### src/rtl/seg7_pkg.sv
// Shared definitions for the BCD seven-segment scanner: nibble width and
// active-high segment patterns in {g,f,e,d,c,b,a} order.
package seg7_pkg;

  localparam int BCD_W = 4;
  localparam int SEG_W = 7;

  typedef logic [SEG_W-1:0] seg7_t;

  localparam seg7_t SEG_0     = 7'b0111111;
  localparam seg7_t SEG_1     = 7'b0000110;
  localparam seg7_t SEG_2     = 7'b1011011;
  localparam seg7_t SEG_3     = 7'b1001111;
  localparam seg7_t SEG_4     = 7'b1100110;
  localparam seg7_t SEG_5     = 7'b1101101;
  localparam seg7_t SEG_6     = 7'b1111101;
  localparam seg7_t SEG_7     = 7'b0000111;
  localparam seg7_t SEG_8     = 7'b1111111;
  localparam seg7_t SEG_9     = 7'b1101111;
  localparam seg7_t SEG_DASH  = 7'b1000000;
  localparam seg7_t SEG_BLANK = 7'b0000000;

endpackage

### src/rtl/bcd_to_7seg.sv
// Combinational BCD to seven-segment decoder, active-high {g..a}.
// Non-decimal codes render as a dash; blank_i forces all segments off.
module bcd_to_7seg
  import seg7_pkg::*;
(
  input  logic [BCD_W-1:0] bcd_i,
  input  logic             blank_i,
  output seg7_t            seg_o
);

  // Pattern lookup, overridden by blanking
  always_comb begin
    seg_o = SEG_BLANK;
    if (!blank_i) begin
      case (bcd_i)
        4'd0:    seg_o = SEG_0;
        4'd1:    seg_o = SEG_1;
        4'd2:    seg_o = SEG_2;
        4'd3:    seg_o = SEG_3;
        4'd4:    seg_o = SEG_4;
        4'd5:    seg_o = SEG_5;
        4'd6:    seg_o = SEG_6;
        4'd7:    seg_o = SEG_7;
        4'd8:    seg_o = SEG_8;
        4'd9:    seg_o = SEG_9;
        default: seg_o = SEG_DASH;
      endcase
    end
  end

endmodule

### src/rtl/bcd_7seg_scan.sv
// Multiplexed common-anode seven-segment scanner. One digit per slot of
// SCAN_DIV cycles, the first GUARD cycles of each slot with all anodes off.
// All digits are snapshotted at frame start so carries never tear a frame.
module bcd_7seg_scan
  import seg7_pkg::*;
#(
  parameter int NDIGITS    = 4,
  parameter int SCAN_DIV   = 12000,
  parameter int GUARD      = 16,
  parameter int BLANK_LZ   = 1,
  parameter int ACTIVE_LOW = 1
) (
  input  logic                       clk,
  input  logic                       reset,
  input  logic                       enable,
  input  logic [BCD_W*NDIGITS-1:0]   digits,
  input  logic [NDIGITS-1:0]         dp_in,
  output logic [SEG_W-1:0]           seg,
  output logic                       dp,
  output logic [NDIGITS-1:0]         an,
  output logic                       frame
);

  localparam int PRESC_W = $clog2(SCAN_DIV);
  localparam int IDX_W   = $clog2(NDIGITS);

  localparam logic [PRESC_W-1:0] PRESC_LAST = PRESC_W'(SCAN_DIV - 1);
  localparam logic [PRESC_W-1:0] GUARD_END  = PRESC_W'(GUARD);
  localparam logic [IDX_W-1:0]   IDX_LAST   = IDX_W'(NDIGITS - 1);

  // Inactive output levels; XOR with these applies the output polarity
  localparam logic               POL     = (ACTIVE_LOW != 0);
  localparam logic [SEG_W-1:0]   SEG_OFF = {SEG_W{POL}};
  localparam logic [NDIGITS-1:0] AN_OFF  = {NDIGITS{POL}};

  logic [PRESC_W-1:0]       presc_q, presc_d;
  logic [IDX_W-1:0]         idx_q, idx_d;
  logic [BCD_W*NDIGITS-1:0] snap_q;
  logic [NDIGITS-1:0]       snapdp_q;
  logic [SEG_W-1:0]         seg_q;
  logic                     dp_q;
  logic [NDIGITS-1:0]       an_q;
  logic                     frame_q;

  logic                     slot_end;
  logic                     frame_wrap;
  logic [BCD_W-1:0]         cur_bcd;
  logic                     cur_dp;
  logic                     cur_blank;
  logic                     zero_run;
  logic [NDIGITS-1:0]       an_sel;
  seg7_t                    seg_raw;

  // Prescaler and digit index advance; the last slot of a frame is the wrap
  always_comb begin
    slot_end   = (presc_q == PRESC_LAST);
    frame_wrap = slot_end && (idx_q == IDX_LAST);
    presc_d    = slot_end ? '0 : presc_q + PRESC_W'(1);
    idx_d      = idx_q;
    if (slot_end) begin
      idx_d = (idx_q == IDX_LAST) ? '0 : idx_q + IDX_W'(1);
    end
  end

  // Select the current snapshot digit and work out leading-zero blanking:
  // scanning from the top digit down, zero_run stays set while every digit
  // at or above position i is zero.
  always_comb begin
    cur_bcd   = '0;
    cur_dp    = 1'b0;
    cur_blank = 1'b0;
    zero_run  = 1'b1;
    an_sel    = '0;
    for (int i = NDIGITS - 1; i >= 0; i--) begin
      zero_run = zero_run & (snap_q[BCD_W*i +: BCD_W] == '0);
      if (idx_q == IDX_W'(i)) begin
        cur_bcd   = snap_q[BCD_W*i +: BCD_W];
        cur_dp    = snapdp_q[i];
        cur_blank = (BLANK_LZ != 0) && (i != 0) && zero_run;
        an_sel[i] = 1'b1;
      end
    end
  end

  bcd_to_7seg u_dec (
    .bcd_i   (cur_bcd),
    .blank_i (cur_blank),
    .seg_o   (seg_raw)
  );

  // Scan state and frame snapshot; disabled scanning parks at slot 0 and
  // tracks the inputs so the first slot after enable shows fresh digits
  always_ff @(posedge clk or negedge reset) begin
    if (!reset) begin
      presc_q  <= '0;
      idx_q    <= '0;
      snap_q   <= '0;
      snapdp_q <= '0;
    end else if (!enable) begin
      presc_q  <= '0;
      idx_q    <= '0;
      snap_q   <= digits;
      snapdp_q <= dp_in;
    end else begin
      presc_q <= presc_d;
      idx_q   <= idx_d;
      if (frame_wrap) begin
        snap_q   <= digits;
        snapdp_q <= dp_in;
      end
    end
  end

  // Registered display drive; anodes stay off during the guard interval
  // while segments already carry the new digit
  always_ff @(posedge clk or negedge reset) begin
    if (!reset) begin
      seg_q   <= SEG_OFF;
      dp_q    <= POL;
      an_q    <= AN_OFF;
      frame_q <= 1'b0;
    end else if (!enable) begin
      seg_q   <= SEG_OFF;
      dp_q    <= POL;
      an_q    <= AN_OFF;
      frame_q <= 1'b0;
    end else begin
      seg_q   <= seg_raw ^ SEG_OFF;
      dp_q    <= cur_dp ^ POL;
      an_q    <= (presc_q < GUARD_END) ? AN_OFF : (an_sel ^ AN_OFF);
      frame_q <= frame_wrap;
    end
  end

  assign seg   = seg_q;
  assign dp    = dp_q;
  assign an    = an_q;
  assign frame = frame_q;

endmodule

### config.mk
export PLATFORM = sky130hd
export DESIGN_NAME = bcd_7seg_scan
export DESIGN_NICKNAME = d
export VERILOG_FILES = /design/src/rtl/seg7_pkg.sv /design/src/rtl/bcd_to_7seg.sv /design/src/rtl/bcd_7seg_scan.sv
export SDC_FILE = /design/constraint.sdc
export NUM_CORES = 1
export LEC_CHECK = 0
export BUFFER_PORTS_ARGS = -buffer_cell sky130_fd_sc_hd__buf_2
export CAP_MARGIN = 10
export CORE_ASPECT_RATIO = 1.1
export CORE_UTILIZATION = 50
export DETAILED_ROUTE_END_ITERATION = 7
export HOLD_SLACK_MARGIN = 0.05
export PLACE_DENSITY = 0.74
export SKIP_LAST_GASP = 1
export SYNTH_ARGS = -nofsm -noshare
export SYNTH_HDL_FRONTEND = slang
export SYNTH_SLANG_ARGS = --single-unit
### constraint.sdc
create_clock -name clk -period 2.2 [get_ports clk]
set_input_delay 0.22 -clock clk [delete_from_list [all_inputs] [get_ports clk]]
set_output_delay 0.22 -clock clk [all_outputs]
set_load 0.01 [all_outputs]
# [Word-level counts from Yosys, hierarchy flattened]
# Memories as Yosys holds them, arrays and structs flattened.
# Cells that the tools add are included.
[word_totals] ff_bits=49 romBits=112 inputBits=23 output_inout_bits=13 memories=1
[classes] addsub=2 magnitude_cmp=1 n_eq_ne=6 muxes=31 bitwise=5 n_reduce_logical=5
[memory_table] name="(name not given)" depth=16 width=7 rd=1 rd_clocked_by_memory_dff=0 write_ports=0 line_no="bcd_to_7seg.sv:15" source="case (bcd_i)"
[op_table] cell="2-to-1 mux 16 bit" count=2
[op_table] cell="2-to-1 mux 4 bit" count=8
[op_table] cell="2-to-1 mux 14 bit" count=2
[op_table] cell="adder 14 x 1 -> 14 bit, second input constant" count=1
[op_table] cell="equality test 14 bit, second input constant" count=1
[op_table] cell="less-than comparator 14 x 5 -> 1 bit, second input constant" count=1
[op_table] cell="2-to-1 mux 1 bit" count=14
[op_table] cell="2-to-1 mux 7 bit" count=2
[op_table] cell="zero test 4 bit" count=3
[op_table] cell="NOT 7 bit" count=1
[op_table] cell="2-to-1 mux 2 bit" count=3
[op_table] cell="equality test 2 bit, second input constant" count=2
[op_table] cell="inequality test 2 x 1 -> 1 bit, second input constant" count=2
[op_table] cell="NOT 4 bit" count=1
[op_table] cell="adder 2 x 1 -> 2 bit, second input constant" count=1
[op_table] cell="bitwise AND 1 bit" count=2
[op_table] cell="equality test 2 x 1 -> 1 bit, second input constant" count=1
[op_table] cell="zero test 2 bit" count=1
[op_table] cell="logical AND 1 bit" count=1
[op_table] cell="NOT 1 bit" count=1

# [Longest topological paths before layout]
# Gate-level depths: netlist of the first run.
# An unclocked memory read counts as a cell.
[depth] ltp_word=9 depth_mapped=10 depth_no_buf=9

# [By module]
# Synthesis of the first run repeated with hierarchy kept, for this count alone.
[hier_totals] cells_unflattened=228 hier_area_um2=2459.9
[modules_own_cells] module="bcd_7seg_scan" instances=1 cells_per_inst=195 area_each_um2=2245.9 seq_area_each_um2=1241.2
[modules_own_cells] module="bcd_to_7seg" instances=1 cells_per_inst=33 area_each_um2=214.0 seq_area_each_um2=0.0

# [Worst setup path before layout of the first run]
# Ideal clock, no wire load.
[synth_timing] path_kind="register to register" startpoint="reg idx_q[1]" endpoint="reg seg_q[6] (netlist: seg[6])" setup_time_ps=77 arrival_time_ps=2112 path_slack_ps=12 path_stages_with_launch=10 path_buffers=1 synth_period_minus_slack_ps=2188 cell_sequence="dfrtp_1 > inv_1 > ha_1 > clkbuf_1 > or2_1 > o221ai_1 > inv_1 > ha_1 > mux2_2 > a21o_1"
[synth_between] elab_chain_len=9
[synth_rtl] item="from (decl)" line_no="bcd_7seg_scan.sv:37" source="logic [IDX_W-1:0] idx_q, idx_d;"
[synth_rtl] item="from (signal assigned)" line_no="bcd_7seg_scan.sv:106" source="idx_q <= idx_d;"
[synth_rtl] item="equality test 2 bit" line_no="bcd_7seg_scan.sv:76" source="if (idx_q == IDX_W'(i)) begin"
[synth_rtl] item="2-to-1 mux 4 bit (4 in a row)" line_no="bcd_7seg_scan.sv:76"
[synth_rtl] item="memory (16 x 7 bit)"
[synth_rtl] item="2-to-1 mux 7 bit *" line_no="bcd_to_7seg.sv:14" source="if (!blank_i) begin"
[synth_rtl] item="NOT 7 bit (no line) *"
[synth_rtl] item="2-to-1 mux 7 bit *" line_no="bcd_7seg_scan.sv:122" source="end else if (!enable) begin"
[synth_rtl] item="to (signal assigned)" line_no="bcd_7seg_scan.sv:128" source="seg_q <= seg_raw ^ SEG_OFF;"
[synth_rtl] item="to (decl)" line_no="bcd_7seg_scan.sv:40" source="logic [SEG_W-1:0] seg_q;"
# Mark *: on every way between the ends. The rest lies on a longest branch, timed or not.
# A chain may end at the register's enable or synchronous reset.

# [Worst setup path after layout of the first run]
# Ends and elaborated chain as after synthesis.

==> results_dict.tcl, run 1 <==
set metrics [dict create \
    seqCellArea_um2 1240 \
    cp-end-kind "flop" \
    clock-sinks 49 \
    layout_common_cells "dfrtp_1, buf_2, nor2_1" \
    p_int_uw 1330 \
    finalWorstSetupSlack_ps 128 \
    yosysTopAreaCellShare_pct 37.8 \
    cts.clk_slew.worst_paths_ps 90 \
    final_common_cell "dfrtp_1" \
    hold_viol_final 0 \
    critPathMaxStageDelay_ps 410 \
    die_w_um 68.8 \
    synth_nets 242 \
    synth-simple-area-share_pct 14.8 \
    start_util_pct 52.4 \
    dieArea_um2 5190 \
    maxSlewViolCount 0 \
    grt_max_degree 50 \
    ys_ff_latch 49 \
    synth_fa_ha_area_share_pct 5.10 \
    finalClockSkew_ps 5.01 \
    finalCritPeriodShare_pct 94.2 \
    core_um2 4680 \
    grt_pass1_wl_mm 7.51 \
    power_frac_seq_pct 57.3 \
    maxCapViolations 0 \
    start_kind "flop" \
    drc 0 \
    antenna_found_initial 0 \
    path_class "reg2reg" \
    synth_top_family_by_area "simple AND/OR/NAND/NOR gates" \
    fp-row-count 26 \
    gp_congestion 0.879 \
    p_leak_uw 0.00132 \
    max_slew.worst_pin.slew_ps 586 \
    r2r_cells 8 \
    cts_tree "yes" \
    vias 1685 \
    ys_types 42 \
    cts_buffer_depth 2 \
    cp.buffers_inverters 2 \
    ir_drop_mv 0.373 \
    tns_ps 0 \
    r2r_end "seg[6]" \
    crit_required_ps 2440 \
    max_freq_ghz 0.483 \
    yosys-top-cells-area "dfrtp_1, dfstp_2, mux2_4" \
    antennaDiodeCount 0 \
    drt-total-wl_mm 4.48 \
    maxSlewHeadroom_pct 60.9 \
    vias_per_cell 5.42 \
    synth_compound_area_share_pct 8.16 \
    nets 287 \
    critPathTopFamily "adder cells" \
    wire_per_inst_um 14.4 \
    setup_violations 0 \
    fin_crit_ps 2070 \
    multi_input_area_um2 1150 \
    clock_latency_ps 300 \
    num_io_pins 36 \
    synthXorXnorAreaFrac_pct 4.64 \
    hold_path_depth 2 \
    status "complete, no violations" \
    worstPathArrival_ps 2320 \
    muxShareOfSynthArea_pct 13.8 \
    die_y_um 75.5 \
    slowest_stage "dfrtp_1" \
    cts_buffers 5 \
    place_ws_ps 77.3 \
    crit_fanout 5 \
    worstPathCellList "inv_1, ha_1, or2_1, o221ai_1, inv_1, ha_1, mux2_2, a21o_1" \
    switchingPower_uw 439 \
    r2r-start "idx_q[1]" \
    power_density_nw_per_um2 622 \
    ant_nets 0 \
    avgSynthCellArea_um2 11.7 \
    rsz0062_at_grt "true" \
    drtIter0Drc 93 \
    rrSetupSlack_ps 130 \
    first_pass_iters 4 \
    hpwl_mm 3.37 \
    combPwrFrac_pct 14.0 \
    ys_seq_area_share_pct 50.6 \
    netlist_instances 209 \
    cts-root-buf "clkbuf_8" \
    grt_pass1_vias 1600 \
    hp-class "in2reg" \
    post-cts-setup-buffers 0 \
    port_buffers 35 \
    synth_top_area_cell "dfrtp_1" \
    area_delta_synth_final_pct 15.6 \
    syn_area_um2 2450 \
    switching_share_pct 24.9 \
    h-tree-depth 2 \
    min_to "dp" \
    synth_warnings 0 \
    grtUsageTotal_pct 20.1 \
    final_layout_size_suffix_gt1_share_pct 35.7 \
    clkPwrFrac_pct 28.7 \
    fill_cells 391 \
    min_from "enable" \
    overflow 0 \
]
==> repair_timing <==
action                                 in CTS  in global routing
endpoints found under the hold margin      37                  0
resized for setup                           0                  3
hold buffers                                1                  0
setup endpoints to repair                   0                  6
==> cell usage after synthesis <==
cell and count:
o22ai_1 2, o32a_1 1, or2_1 1, o221ai_2 1, o221ai_1 1, nor2_1 23, a211oi_1 1, dfrtp_1 37
dfstp_2 12, mux2_4 19, a31oi_1 2, nor2b_1 2, o21ai_0 3, clkbuf_1 1, buf_2 3, nand3b_1 1
nand3_1 9, xor2_1 7, nor4_1 2, ha_1 10, a2bb2oi_1 3, and2_1 1, a21oi_2 1, inv_1 8
nor4_4 1, and3_1 3, buf_6 2, nor3_1 5, xnor2_1 6, o221a_2 1, nand2_1 19, a21o_1 4
mux2i_1 3, a221oi_1 2, nand2b_1 4, and4_1 1, o41ai_1 1, or3_1 1, mux2_2 2, a22o_1 1
o31ai_1 1, nor3_2 1
==> routing by layer <==
metal	track usage (%)	vias to the layer above	part of all wire (%)
met2	29.8	37	47
met4	9.52	0	1.9
met3	3.74	8	3.7
met1	28.5	819	48
li1	-	821	-
met5	0	-	0
==> metrics by stage <==
step                      hold WS, ps  area (um2)  utilization [%]  cells  total power (uW)
after floorplan                 -75.6        2450                -    209              1170
after global placement            348        2730             58.3    302              1260
after detailed placement          352        2730             58.3    302              1270
after CTS                         125        2820             60.2    311              1780
after global routing              120        2840             60.5    311              1850
final                             127        2840             60.5    311              1760
==> power groups by stage <==
| stage | Sequential [uW] | Clock [uW] | Combinational [uW] |
|---|---|---|---|
| finish | 1010 | 507 | 247 |
| global route | 1020 | 557 | 276 |
| CTS | 1010 | 522 | 249 |
| detailed placement | 1030 | 0 | 247 |
| global placement | 1030 | 0 | 239 |
| floorplan | 1020 | 0 | 151 |
==> worst max-delay path by stage <==
stage,startpoint,slack (ps),depth (start not counted),to
4_1_cts,idx_q[0],50,9,seg[5]
5_1_grt,idx_q[0],-60,9,seg[5]
6_report,idx_q[1],130,8,seg[6]
3_3_place_gp,idx_q[0],180,7,seg[6]
2_1_floorplan,idx_q[1],10,9,seg[6]
3_5_place_dp,idx_q[0],80,9,seg[5]
==> registers in the layout (all words and copies together) (netlist names) <==
signal / cells
an: 4
frame: 1
snapdp_q: 4
seg: 7
snap_q: 16
idx_q: 2
presc_q: 14
dp: 1
==> kinds of logic after synthesis <==
| logic type | Yosys count |
|---|---|
| AND/OR/NAND/NOR | 74 |
| flip-flops | 49 |
| AO/OA/AOI/OAI | 25 |
| multiplexers | 24 |
| buffers and inverters | 14 |
| XOR/XNOR | 13 |
| adder cells (fa/ha/maj) | 10 |
==> area by class of cell <==
type | instances | share of cell area, %
clock buffers | 6 | 2.56
repair buffers | 44 | 9.09
well taps | 56 | 2.47
multi-input cells | 146 | 40.7
flip-flops and latches | 49 | 43.8
clock inverters | 2 | 0.353
inverters | 8 | 1.06
No activity file was read; power rests on OpenSTA's default activity.
==> run 2, diff against run 1 <==
--- a/config.mk
+++ b/config.mk
@@ -10,7 +10,7 @@
 export CORE_ASPECT_RATIO = 1.1
 export CORE_UTILIZATION = 50
 export DETAILED_ROUTE_END_ITERATION = 7
-export HOLD_SLACK_MARGIN = 0.05
+export HOLD_SLACK_MARGIN = 0.1
 export PLACE_DENSITY = 0.74
 export SKIP_LAST_GASP = 1
 export SYNTH_ARGS = -nofsm -noshare
==> constraint.sdc (replaced) <==
create_clock -name clk -period 2.2 [get_ports clk]
set_input_delay 0.44 -clock clk [delete_from_list [all_inputs] [get_ports clk]]
set_output_delay 0.44 -clock clk [all_outputs]
set_load 0.01 [all_outputs]
==> results_dict.tcl, run 2 (synthesis gave the netlist of run 1 again) <==
set metrics [dict create \
    status "complete, no violations" \
    design_area_um2 2880 \
    maxSlewHeadroom_pct 63.7 \
    gp_congestion 0.853 \
    crit_required_ps 2450 \
    critPathMaxStageDelay_ps 410 \
    fin_crit_ps 2130 \
    rsz0062_at_grt "true" \
    setup_violations 0 \
    overflow 0 \
    fp-row-count 26 \
    area_delta_synth_final_pct 17.4 \
    p_leak_uw 0.00134 \
    vias_per_cell 5.53 \
    hold_viol_final 0 \
    antennaDiodeCount 0 \
    worstPathArrival_ps 2380 \
    crit_path_start "idx_q[1]" \
    final_common_cell "dfrtp_1" \
    top_usage_layer "met1" \
    ant_nets 0 \
    critPathTopFamily "adder cells" \
    core_um2 4680 \
    layout.cells.non_filler 311 \
    nets 287 \
    post-place-cells 303 \
    finalClockSkew_ps 17.1 \
    cts-root-buf "clkbuf_8" \
    crit_fanout 5 \
    num_io_pins 36 \
    cp.buffers_inverters 2 \
    maxCapViolations 0 \
    path_class "reg2reg" \
    drt-total-wl_mm 4.46 \
    clock-sinks 49 \
    hp-class "in2async" \
    clock_latency_ps 310 \
    grt_pass1_wl_mm 7.53 \
    grt_pass1_vias 1620 \
    placedInstanceArea_um2 2750 \
    layout_common_cells "dfrtp_1, buf_2, nor2_1" \
    worstPathCellList "inv_1, ha_1, or2_1, o221ai_1, inv_1, ha_1, mux2_2, a21o_1" \
    dieArea_um2 5190 \
    drtIter0Drc 90 \
    cts.clk_slew.worst_paths_ps 100 \
    slowest_stage "dfrtp_1" \
    cts_tree "yes" \
    drc 0 \
    max_freq_ghz 0.469 \
    maxSlewViolCount 0 \
    max_slew.worst_pin.slew_ps 545 \
    antenna_found_initial 0 \
    cts_buffers 5 \
    start_kind "flop" \
    tns_ps 0 \
    finalWorstSetupSlack_ps 67.2 \
    ctsHoldBuffers 0 \
    port_buffers 35 \
    cp-end-kind "flop" \
    power_density_nw_per_um2 660 \
    ir_drop_mv 0.555 \
    start_util_pct 52.4 \
    hpwl_mm 3.30 \
    largest_reg_flops 16 \
    die_y_um 75.5 \
    finalCritPeriodShare_pct 96.9 \
    wire_per_inst_um 14.3 \
    grtUsageTotal_pct 19.9 \
    vias 1719 \
    r2r-start "idx_q[1]" \
    h-tree-depth 2 \
    place_ws_ps 67.4 \
    final_layout_size_suffix_gt1_share_pct 36.9 \
    use_met2_pct 28.5 \
    grt_max_degree 27 \
    met3_usage_pct 4.19 \
    use_met1_pct 29.1 \
    first_pass_iters 4 \
    die_w_um 68.8 \
    regMostFlops "snap_q" \
    cts_buffer_depth 2 \
]
==> run 2: power by group <==
group          switching (uW)  internal [uW]  leakage, uW  total (uW)
Clock                     298            340    0.0000543         638
Sequential               40.7            970     0.000595        1010
Combinational             114            137     0.000689         251
Total                     453           1450      0.00134        1900
==> run 2: path summary, 6_finish.rpt <==
path	endpoint	depth (start not counted)	slack [ps]
worst min register to register	presc_q[0]	1	470
worst max-delay path	seg[6]	8	70
worst min-delay path	snap_q[12]	1	110
worst max register to register	seg[6]	8	70
min in group clk	dp	2	340
max in group asynchronous	dp	2	1500
==> run 2: repair_timing <==
item,CTS,global route
gates resized for setup,0,4
setup endpoints to repair,0,6
setup buffers,0,0
==> run 2: cell type report <==
type	instances	area, um2
clock inverters	3	46.3
repair buffers	44	268
fillers	405	1800
clock buffers	5	68.8
inverters	8	30.0
multi-input cells	146	1160
flip-flops and latches	49	1240
well taps	56	70.1
==> run 2: worst register-to-register path, cell delays in order, from the launching register on <==
cell and delay (ps):
dfrtp_1 410, inv_1 90, ha_1 250, or2_1 300, o221ai_1 260, inv_1 120
ha_1 230, mux2_2 270, a21o_1 170
==> run 2: metrics by stage <==
stage / power (uW) / hold slack (ps) / utilization [%]
detailed placement: 1270 / 455 / 58.7
finish: 1900 / 110 / 61.5
global route: 1990 / 151 / 61.5
global placement: 1270 / 446 / 58.7
CTS: 1910 / 127 / 61.1
floorplan: 1170 / 144 / -
==> run 2: routing by layer <==
| metal | share of wire [%] | vias to the layer above |
|---|---|---|
| met5 | 0 | - |
| met4 | 2.2 | 0 |
| met3 | 5.5 | 11 |
| met2 | 45 | 54 |
| met1 | 47 | 839 |
| li1 | - | 815 |
